## src/rtl/lsu_byte_ctrl_if.sv

```systemverilog
// Request, memory and response bundle for the load/store control stage.
// Latency: none, wiring only.
// Backpressure: req_ready and resp_ready carry flow control; memory side has none.
interface lsu_byte_ctrl_if #(
  parameter int ADDR_WIDTH = 32
);
  logic                  req_valid;
  logic                  req_ready;
  logic                  req_store;
  logic [2:0]            req_funct3;
  logic [ADDR_WIDTH-1:0] req_addr;
  logic [31:0]           req_wdata;

  logic [ADDR_WIDTH-1:0] mem_addr;
  logic [31:0]           mem_write_data;
  logic [3:0]            mem_write_mask;
  logic [31:0]           mem_read_data;

  logic                  resp_valid;
  logic                  resp_ready;
  logic [31:0]           resp_data;
  logic                  resp_err;

  // View of the load/store stage itself
  modport slave (
    input  req_valid, req_store, req_funct3, req_addr, req_wdata,
    input  mem_read_data, resp_ready,
    output req_ready, mem_addr, mem_write_data, mem_write_mask,
    output resp_valid, resp_data, resp_err
  );

  // View of the execute stage plus data memory driving the stage
  modport master (
    output req_valid, req_store, req_funct3, req_addr, req_wdata,
    output mem_read_data, resp_ready,
    input  req_ready, mem_addr, mem_write_data, mem_write_mask,
    input  resp_valid, resp_data, resp_err
  );
endinterface

```

## src/rtl/lsu_byte_ctrl.sv

```systemverilog
// Load/store control ahead of byte-addressed data memory; optional MISALIGN_TRAP_EN flags misaligned half/word.
// Latency: request accepted at edge N, response valid after edge N+1 (3 cycles minimum per request).
// Backpressure: one request in flight; resp_ready low holds RESP indefinitely with req_ready low.
module lsu_byte_ctrl #(
  parameter int ADDR_WIDTH = 32
) (
  input  logic           clk_i,
  input  logic           reset_i,   // asynchronous, active-low
  lsu_byte_ctrl_if.slave bus
);

  typedef enum logic [1:0] {IDLE, ACCESS, RESP} state_t;

  state_t                state_q, state_d;
  logic [ADDR_WIDTH-1:0] addr_q;
  logic [31:0]           wdata_q;
  logic [2:0]            funct3_q;
  logic                  store_q;
  logic [31:0]           resp_data_q, resp_data_d;
  logic                  resp_err_q, resp_err_d;

  logic                  legal;
  logic [3:0]            width_mask;
  logic [31:0]           load_ext;

  // Decode the latched request: legality and the byte mask a store would use
  always_comb begin
    legal      = 1'b0;
    width_mask = 4'b0000;
    case (funct3_q)
      3'b000: begin legal = 1'b1; width_mask = 4'b0001; end
      3'b001: begin legal = 1'b1; width_mask = 4'b0011; end
      3'b010: begin legal = 1'b1; width_mask = 4'b1111; end
      3'b100,
      3'b101: legal = !store_q;   // unsigned variants exist for loads only
      default: legal = 1'b0;
    endcase
`ifdef MISALIGN_TRAP_EN
    if (funct3_q[1:0] == 2'b01 && addr_q[0])          legal = 1'b0;
    if (funct3_q[1:0] == 2'b10 && addr_q[1:0] != 2'b00) legal = 1'b0;
`endif
  end

  // Sign/zero extension of the memory's combinational read data
  always_comb begin
    load_ext = bus.mem_read_data;
    case (funct3_q)
      3'b000:  load_ext = {{24{bus.mem_read_data[7]}},  bus.mem_read_data[7:0]};
      3'b001:  load_ext = {{16{bus.mem_read_data[15]}}, bus.mem_read_data[15:0]};
      3'b100:  load_ext = {24'h0, bus.mem_read_data[7:0]};
      3'b101:  load_ext = {16'h0, bus.mem_read_data[15:0]};
      default: load_ext = bus.mem_read_data;
    endcase
  end

  // Next-state logic and handshake/mask outputs; mask only ever opens in ACCESS
  always_comb begin
    state_d            = state_q;
    resp_data_d        = resp_data_q;
    resp_err_d         = resp_err_q;
    bus.req_ready      = 1'b0;
    bus.resp_valid     = 1'b0;
    bus.mem_write_mask = 4'b0000;
    case (state_q)
      IDLE: begin
        bus.req_ready = 1'b1;
        if (bus.req_valid) state_d = ACCESS;
      end
      ACCESS: begin
        if (legal && store_q) bus.mem_write_mask = width_mask;
        resp_err_d  = !legal;
        resp_data_d = (legal && !store_q) ? load_ext : 32'h0;
        state_d     = RESP;
      end
      RESP: begin
        bus.resp_valid = 1'b1;
        if (bus.resp_ready) state_d = IDLE;
      end
      default: state_d = IDLE;
    endcase
  end

  // State and response registers; reset kills any in-flight store at once
  always_ff @(posedge clk_i or negedge reset_i) begin
    if (!reset_i) begin
      state_q     <= IDLE;
      resp_data_q <= 32'h0;
      resp_err_q  <= 1'b0;
    end else begin
      state_q     <= state_d;
      resp_data_q <= resp_data_d;
      resp_err_q  <= resp_err_d;
    end
  end

  // Capture the request fields when a request is accepted in IDLE
  always_ff @(posedge clk_i or negedge reset_i) begin
    if (!reset_i) begin
      addr_q   <= '0;
      wdata_q  <= 32'h0;
      funct3_q <= 3'b000;
      store_q  <= 1'b0;
    end else if (state_q == IDLE && bus.req_valid) begin
      addr_q   <= bus.req_addr;
      wdata_q  <= bus.req_wdata;
      funct3_q <= bus.req_funct3;
      store_q  <= bus.req_store;
    end
  end

  assign bus.mem_addr       = addr_q;
  assign bus.mem_write_data = wdata_q;
  assign bus.resp_data      = resp_data_q;
  assign bus.resp_err       = resp_err_q;

endmodule

```

## src/flat_wrapper.sv

```systemverilog
// flat-port wrapper written by rule: the top's interface ports become plain ports
module lsu_byte_ctrl_flat 
#(
  parameter int ADDR_WIDTH = 32
)
  (clk_i, reset_i, bus_req_valid, bus_req_store, bus_req_funct3, bus_req_addr, bus_req_wdata, bus_mem_read_data, bus_resp_ready, bus_req_ready, bus_mem_addr, bus_mem_write_data, bus_mem_write_mask, bus_resp_valid, bus_resp_data, bus_resp_err);
  lsu_byte_ctrl_if #(.ADDR_WIDTH(ADDR_WIDTH)) bus_i ();
  input  logic clk_i;
  input  logic reset_i;
  input wire logic [$bits(bus_i.req_valid)-1:0] bus_req_valid;
  input wire logic [$bits(bus_i.req_store)-1:0] bus_req_store;
  input wire logic [$bits(bus_i.req_funct3)-1:0] bus_req_funct3;
  input wire logic [$bits(bus_i.req_addr)-1:0] bus_req_addr;
  input wire logic [$bits(bus_i.req_wdata)-1:0] bus_req_wdata;
  input wire logic [$bits(bus_i.mem_read_data)-1:0] bus_mem_read_data;
  input wire logic [$bits(bus_i.resp_ready)-1:0] bus_resp_ready;
  output wire logic [$bits(bus_i.req_ready)-1:0] bus_req_ready;
  output wire logic [$bits(bus_i.mem_addr)-1:0] bus_mem_addr;
  output wire logic [$bits(bus_i.mem_write_data)-1:0] bus_mem_write_data;
  output wire logic [$bits(bus_i.mem_write_mask)-1:0] bus_mem_write_mask;
  output wire logic [$bits(bus_i.resp_valid)-1:0] bus_resp_valid;
  output wire logic [$bits(bus_i.resp_data)-1:0] bus_resp_data;
  output wire logic [$bits(bus_i.resp_err)-1:0] bus_resp_err;
  assign bus_i.req_valid = bus_req_valid;
  assign bus_i.req_store = bus_req_store;
  assign bus_i.req_funct3 = bus_req_funct3;
  assign bus_i.req_addr = bus_req_addr;
  assign bus_i.req_wdata = bus_req_wdata;
  assign bus_i.mem_read_data = bus_mem_read_data;
  assign bus_i.resp_ready = bus_resp_ready;
  assign bus_req_ready = bus_i.req_ready;
  assign bus_mem_addr = bus_i.mem_addr;
  assign bus_mem_write_data = bus_i.mem_write_data;
  assign bus_mem_write_mask = bus_i.mem_write_mask;
  assign bus_resp_valid = bus_i.resp_valid;
  assign bus_resp_data = bus_i.resp_data;
  assign bus_resp_err = bus_i.resp_err;
  lsu_byte_ctrl #(.ADDR_WIDTH(ADDR_WIDTH)) u_core (.clk_i(clk_i), .reset_i(reset_i), .bus(bus_i));
endmodule
```

## config.mk

```make
export PLATFORM = sky130hd
export DESIGN_NAME = lsu_byte_ctrl_flat
export DESIGN_NICKNAME = d
export VERILOG_FILES = /design/src/rtl/lsu_byte_ctrl_if.sv /design/src/rtl/lsu_byte_ctrl.sv /design/src/flat_wrapper.sv
export SDC_FILE = /design/constraint.sdc
export NUM_CORES = 1
export LEC_CHECK = 0
export CELL_PAD_IN_SITES_DETAIL_PLACEMENT = 2
export CELL_PAD_IN_SITES_GLOBAL_PLACEMENT = 2
export CORE_ASPECT_RATIO = 1.75
export CORE_MARGIN = 3
export CORE_UTILIZATION = 27
export DETAILED_ROUTE_END_ITERATION = 8
export PLACE_DENSITY_LB_ADDON = 0.1
export SETUP_SLACK_MARGIN = 0.1
export SLEW_MARGIN = 0
export SYNTH_ARGS = -nofsm -noshare
export SYNTH_HDL_FRONTEND = slang
export SYNTH_SLANG_ARGS = --single-unit
```

## constraint.sdc

```tcl
create_clock -name clk_i -period 5.3 [get_ports clk_i]
set_input_delay 1.325 -clock clk_i [delete_from_list [all_inputs] [get_ports clk_i]]
set_output_delay 1.325 -clock clk_i [all_outputs]
set_load 0.005 [all_outputs]
```

==> results.json, run 1 <==
{
  "r2r_start": "u_core.state_q[0]$_DFFE_PN0P_",
  "max-cap-violations": 0,
  "syn-num-nets": 365,
  "setup_ws_ns": 1.66,
  "ys_warn_count": 0,
  "seqPwrFrac_pct": 38.9,
  "vias": 3040,
  "hp-class": "flop to flop",
  "clk_latency_ns": 0.34,
  "grt-ovfl-total": 0,
  "ant_nets": 0,
  "ir_drop_mv": 0.322,
  "critPathLaunch": "u_core.state_q[1]$_DFFE_PN0P_",
  "layout_common_cells": "clkdlybuf4s50_1, dfrtp_1, mux2_2",
  "root_buffer": "clkbuf_16",
  "grt_pass1_vias": 3431,
  "ys_types": 28,
  "setup_tns_ns": 0,
  "async_flop_share_pct": 100,
  "cts_setup_buffers": 0,
  "port_buffers": 206,
  "drc": 0,
  "path_buf_inv": 1,
  "track_usage_pct": 15.6,
  "drtIter0Drc": 77,
  "internal_power_mw": 2.55,
  "endpoint_kind": "output port",
  "power_mw": 3.61,
  "htreeDepth": 3,
  "first_pass_iters": 4,
  "die_area_um2": 16700,
  "clk_pin_slew_ns": 0.07,
  "outcome": "complete, no violations",
  "gp_congestion": 0.701,
  "tritoncts": "yes",
  "slew_viol_final": 0,
  "max_freq_ghz": 0.275,
  "finalInstanceArea_um2": 6510,
  "synth-main-ff-cell": "dfrtp_1",
  "antenna_found_initial": 1,
  "ctsHoldBuffers": 0,
  "worstPathRequired_ns": 3.97,
  "n_antenna_cell": 0,
  "nets": 564,
  "crit_path_top_delay_cell": "clkdlybuf4s50_1",
  "hpwl_um": 9490,
  "p_sw_mw": 1.06,
  "period_needed_ns": 3.64,
  "swShare_pct": 29.5,
  "layout_commonest_cell": "clkdlybuf4s50_1",
  "cts.sinks": 103,
  "worstPathArrival_ns": 2.32,
  "avgRoutedWirePerCell_um": 19.8,
  "cts_buffer_depth": 2,
  "max-slew-margin-rel_pct": 34.7,
  "start_util_pct": 28.0,
  "synth.top_cell.area_share_pct": 63.2,
  "ys_seq_area_share_pct": 63.2,
  "syn_inst": 261,
  "finalSetupViolCount": 0,
  "dp_slack_ns": 2.00,
  "yosys.area.top_type": "dfrtp_1",
  "ys_seq_elements": 103,
  "hold_path.startpoint": "u_core.bus.resp_data[8]$_DFFE_PN0P_",
  "io_pins": 207,
  "synthTopCellsByArea": "dfrtp_1, mux2_2, a22o_1",
  "start_kind": "flop",
  "synth_edf_count": 0,
  "grt_max_degree": 70,
  "rsz0062_at_grt": "no",
  "routed_wl_um": 12800,
  "cp_top_family": "simple AND/OR/NAND/NOR gates",
  "syn_area_um2": 4080,
  "cpPeakStageDelay_ns": 0.52,
  "crit_chain": "nand2b_4 > or3b_1 > nor2_1 > clkdlybuf4s50_1",
  "instances_no_fill": 644,
  "vias_per_cell": 4.72,
  "dp.cells": 629,
  "place_area_um2": 6240,
  "fin_worst_skew_ns": 0.0112,
  "clock_power_share_pct": 17.0,
  "avgSynthCellArea_um2": 15.6,
  "leakage_nw": 2.71,
  "core_area_um2": 14600,
  "worst_pin_slew_ns": 0.979,
  "combinationalPowerShare_pct": 44.0,
  "area_growth_pct": 59.5,
  "p_per_area_nw_per_um2": 555,
  "final-hold-violation-count": 0,
  "cts_made_buffers": 9,
  "die_y_um": 169,
  "cts_resized": 0,
  "crit_type": "flop to output port",
  "path_max_fanout": 39,
  "num_rows": 58,
  "grt_pass1_wl_um": 19900,
  "drive_gt1_share_pct": 21.3,
  "min_period_over_period_pct": 68.7,
  "die_w_um": 98.9
}
==> sequential cells by signal (all words and copies together) (netlist names) <==
name and count:
u_core.bus.mem_addr 32, u_core.bus.mem_write_data 32, u_core.bus.resp_data 32, u_core.bus.resp_err 1, u_core.funct3_q 3, u_core.state_q 2, u_core.store_q 1
==> metal layers <==
layer	part of all wire, %	up-vias	GRT usage [%]
met1	34	1553	16.1
li1	-	1349	-
met2	56	123	28.9
met3	8.7	13	5.81
met5	0.10	-	0
met4	1.3	2	4.82
==> metrics by stage <==
step,hold WS [ns],utilization [%]
after floorplan,0.473,-
after global placement,0.482,42.8
after global routing,0.525,44.6
after CTS,0.505,44.6
final,0.504,44.6
after detailed placement,0.490,42.8
==> worst paths after layout <==
path,to,slack (ns),depth (start not counted)
max,bus_mem_write_mask[2],1.66,4
min,u_core.bus.resp_data[8]$_DFFE_PN0P_,0.50,1
max reg2reg,u_core.bus.mem_write_data[20]$_DFFE_PN0P_,3.31,3
min reg2reg,u_core.bus.resp_data[8]$_DFFE_PN0P_,0.50,1
max in group asynchronous,u_core.bus.mem_write_data[24]$_DFFE_PN0P_,3.12,2
min in group asynchronous,u_core.bus.resp_data[28]$_DFFE_PN0P_,0.98,1
==> area by class of cell <==
class                   instances  area (um^2)
clock buffers                  11          233
inverters                       1         3.75
repair buffers                207         2070
multi-input cells             138         1370
well taps                     180          225
clock inverters                 4         32.5
fillers                      1501         8080
flip-flops and latches        103         2580
==> power by group through the flow <==
| stage | logic, mW | clock network [mW] | registers (mW) |
|---|---|---|---|
| final | 1.59 | 0.615 | 1.41 |
| after global routing | 1.71 | 0.680 | 1.48 |
| after CTS | 1.63 | 0.642 | 1.42 |
| after detailed placement | 1.62 | 0 | 1.43 |
| after global placement | 1.59 | 0 | 1.40 |
| after floorplan | 0.649 | 0 | 1.40 |
==> cells in the mapped netlist (5+ instances only) <==
master,n
buf_2,10
a221o_2,9
a22o_1,16
buf_6,5
dfrtp_1,103
mux2_2,59
mux2_4,9
a221o_1,7
o21ai_0,10
nand2_1,10
==> cell families after synthesis <==
family / Yosys count / synth area share [%]
multiplexers: 69 / 19.8
AND/OR/NAND/NOR: 23 / 4.26
flip-flops: 103 / 63.2
AO/OA/AOI/OAI: 46 / 9.48
buffers and inverters: 20 / 3.25
No activity file was read; power rests on OpenSTA's default activity.
==> inputs of run 2 (changes only) <==
Settings changed: CORE_UTILIZATION 27 to 23.
Clock period 5.3 ns to 2.95 ns, I/O delays scaled along.
==> results.json, run 2 (same netlist as run 1, synthesis figures left out) <==
{
  "crit_type": "flop to output port",
  "max-slew-margin-rel_pct": 42.0,
  "utilization_pct": 38.8,
  "ir_drop_mv": 0.394,
  "first_pass_iters": 4,
  "hp-class": "input port to asynchronous set/reset pin",
  "die_y_um": 182,
  "layout_common_cells": "clkdlybuf4s50_1, dfrtp_1, mux2_2",
  "grt_pass1_wl_um": 20600,
  "port_buffers": 206,
  "ant_nets": 0,
  "power_mw": 6.59,
  "clk_latency_ns": 0.35,
  "slew_viol_final": 0,
  "min_period_over_period_pct": 92.8,
  "worstPathArrival_ns": 2.00,
  "io_pins": 207,
  "avgRoutedWirePerCell_um": 19.0,
  "final-hold-violation-count": 0,
  "vias_per_cell": 4.33,
  "instances_no_fill": 699,
  "worst_pin_slew_ns": 0.863,
  "vias": 3027,
  "drc": 0,
  "finalSetupViolCount": 0,
  "setup_tns_ns": 0,
  "cpPeakStageDelay_ns": 0.53,
  "path_max_fanout": 3,
  "drive_gt1_share_pct": 22.9,
  "leakage_nw": 2.76,
  "core_area_um2": 17200,
  "place_area_um2": 6390,
  "clk_pin_slew_ns": 0.07,
  "num_rows": 63,
  "drtIter0Drc": 60,
  "layout_commonest_cell": "clkdlybuf4s50_1",
  "n_antenna_cell": 0,
  "max-cap-violations": 0,
  "grt_pass1_vias": 3533,
  "track_usage_pct": 13.9,
  "area_growth_pct": 63.4,
  "die_w_um": 107,
  "crit_path_top_delay_cell": "clkdlybuf4s50_1",
  "htreeDepth": 3,
  "setup_ws_ns": 0.212,
  "endpoint_kind": "output port",
  "cts_resized": 0,
  "routed_wl_um": 13300,
  "nets": 571,
  "tritoncts": "yes",
  "fin_worst_skew_ns": 0.00884,
  "dp_slack_ns": 0.455,
  "rsz0062_at_grt": "yes",
  "dp.cells": 683,
  "hpwl_um": 10200,
  "die_area_um2": 19400,
  "gp_congestion": 0.678,
  "grt_max_degree": 44,
  "worstPathRequired_ns": 2.21,
  "start_kind": "flop",
  "grt-ovfl-total": 0,
  "finalInstanceArea_um2": 6670,
  "crit_chain": "nand2b_4 > or3b_1 > a21oi_1 > clkdlybuf4s50_1",
  "root_buffer": "clkbuf_16",
  "outcome": "complete, no violations",
  "period_needed_ns": 2.74,
  "max_freq_ghz": 0.365,
  "cts_made_buffers": 9,
  "antenna_found_initial": 0,
  "cts.sinks": 103,
  "start_util_pct": 23.7,
  "hold_slack_ns": 0.380,
  "p_per_area_nw_per_um2": 989,
  "cts_buffer_depth": 2
}
## run 2: metal layers
layer  part of all wire, %  global-route usage, %  vias to the layer above
met5                     0                      0                        -
met4                   1.4                   4.81                        0
met3                   6.9                   4.88                       12
met2                    57                   26.1                      114
met1                    35                   14.0                     1540
li1                      -                      -                     1361
## run 2: power by group
part,internal [mW],total (mW),switching [mW]
clock network,0.578,1.13,0.555
registers,2.08,2.51,0.428
logic,1.97,2.95,0.976
## run 2: timing repair
| action | in CTS | in global routing |
|---|---|---|
| endpoints found under the hold margin | 0 | 0 |
| setup buffers | 0 | 0 |
| setup endpoints to repair | 0 | 1 |
| hold buffers | 0 | 0 |
## run 2: path summary, 6_finish.rpt
check                                                 from                              endpoint  slack, ns  depth (start not counted)
min in group clk_i         u_core.bus.resp_err$_DFFE_PN0P_       u_core.bus.resp_err$_DFFE_PN0P_       0.49                          2
min                                                reset_i  u_core.bus.resp_data[27]$_DFFE_PN0P_       0.38                          1
max                          u_core.state_q[1]$_DFFE_PN0P_                 bus_mem_write_mask[0]       0.21                          4
max in group asynchronous                          reset_i   u_core.bus.mem_addr[10]$_DFFE_PN0P_       1.77                          2
max reg2reg                  u_core.state_q[1]$_DFFE_PN0P_  u_core.bus.resp_data[23]$_DFFE_PN0P_       1.02                          4
min reg2reg                u_core.bus.resp_err$_DFFE_PN0P_       u_core.bus.resp_err$_DFFE_PN0P_       0.49                          2
## run 2: layout make-up
| cell class | count | area [um^2] |
|---|---|---|
| fillers | 1832 | 10500 |
| inverters | 1 | 3.75 |
| well taps | 227 | 284 |
| clock inverters | 6 | 43.8 |
| multi-input cells | 138 | 1370 |
| flip-flops and latches | 103 | 2580 |
| clock buffers | 10 | 229 |
| repair buffers | 214 | 2160 |
## run 2: worst max-delay path: cells and delay by family, from the launching register on
| family | cells | cell delay [ns] |
|---|---|---|
| and+or+nand+nor | 2 | 0.57 |
| AOI/OAI and AO/OA | 1 | 0.16 |
| DFF | 1 | 0.40 |
| buffers and inverters | 1 | 0.53 |
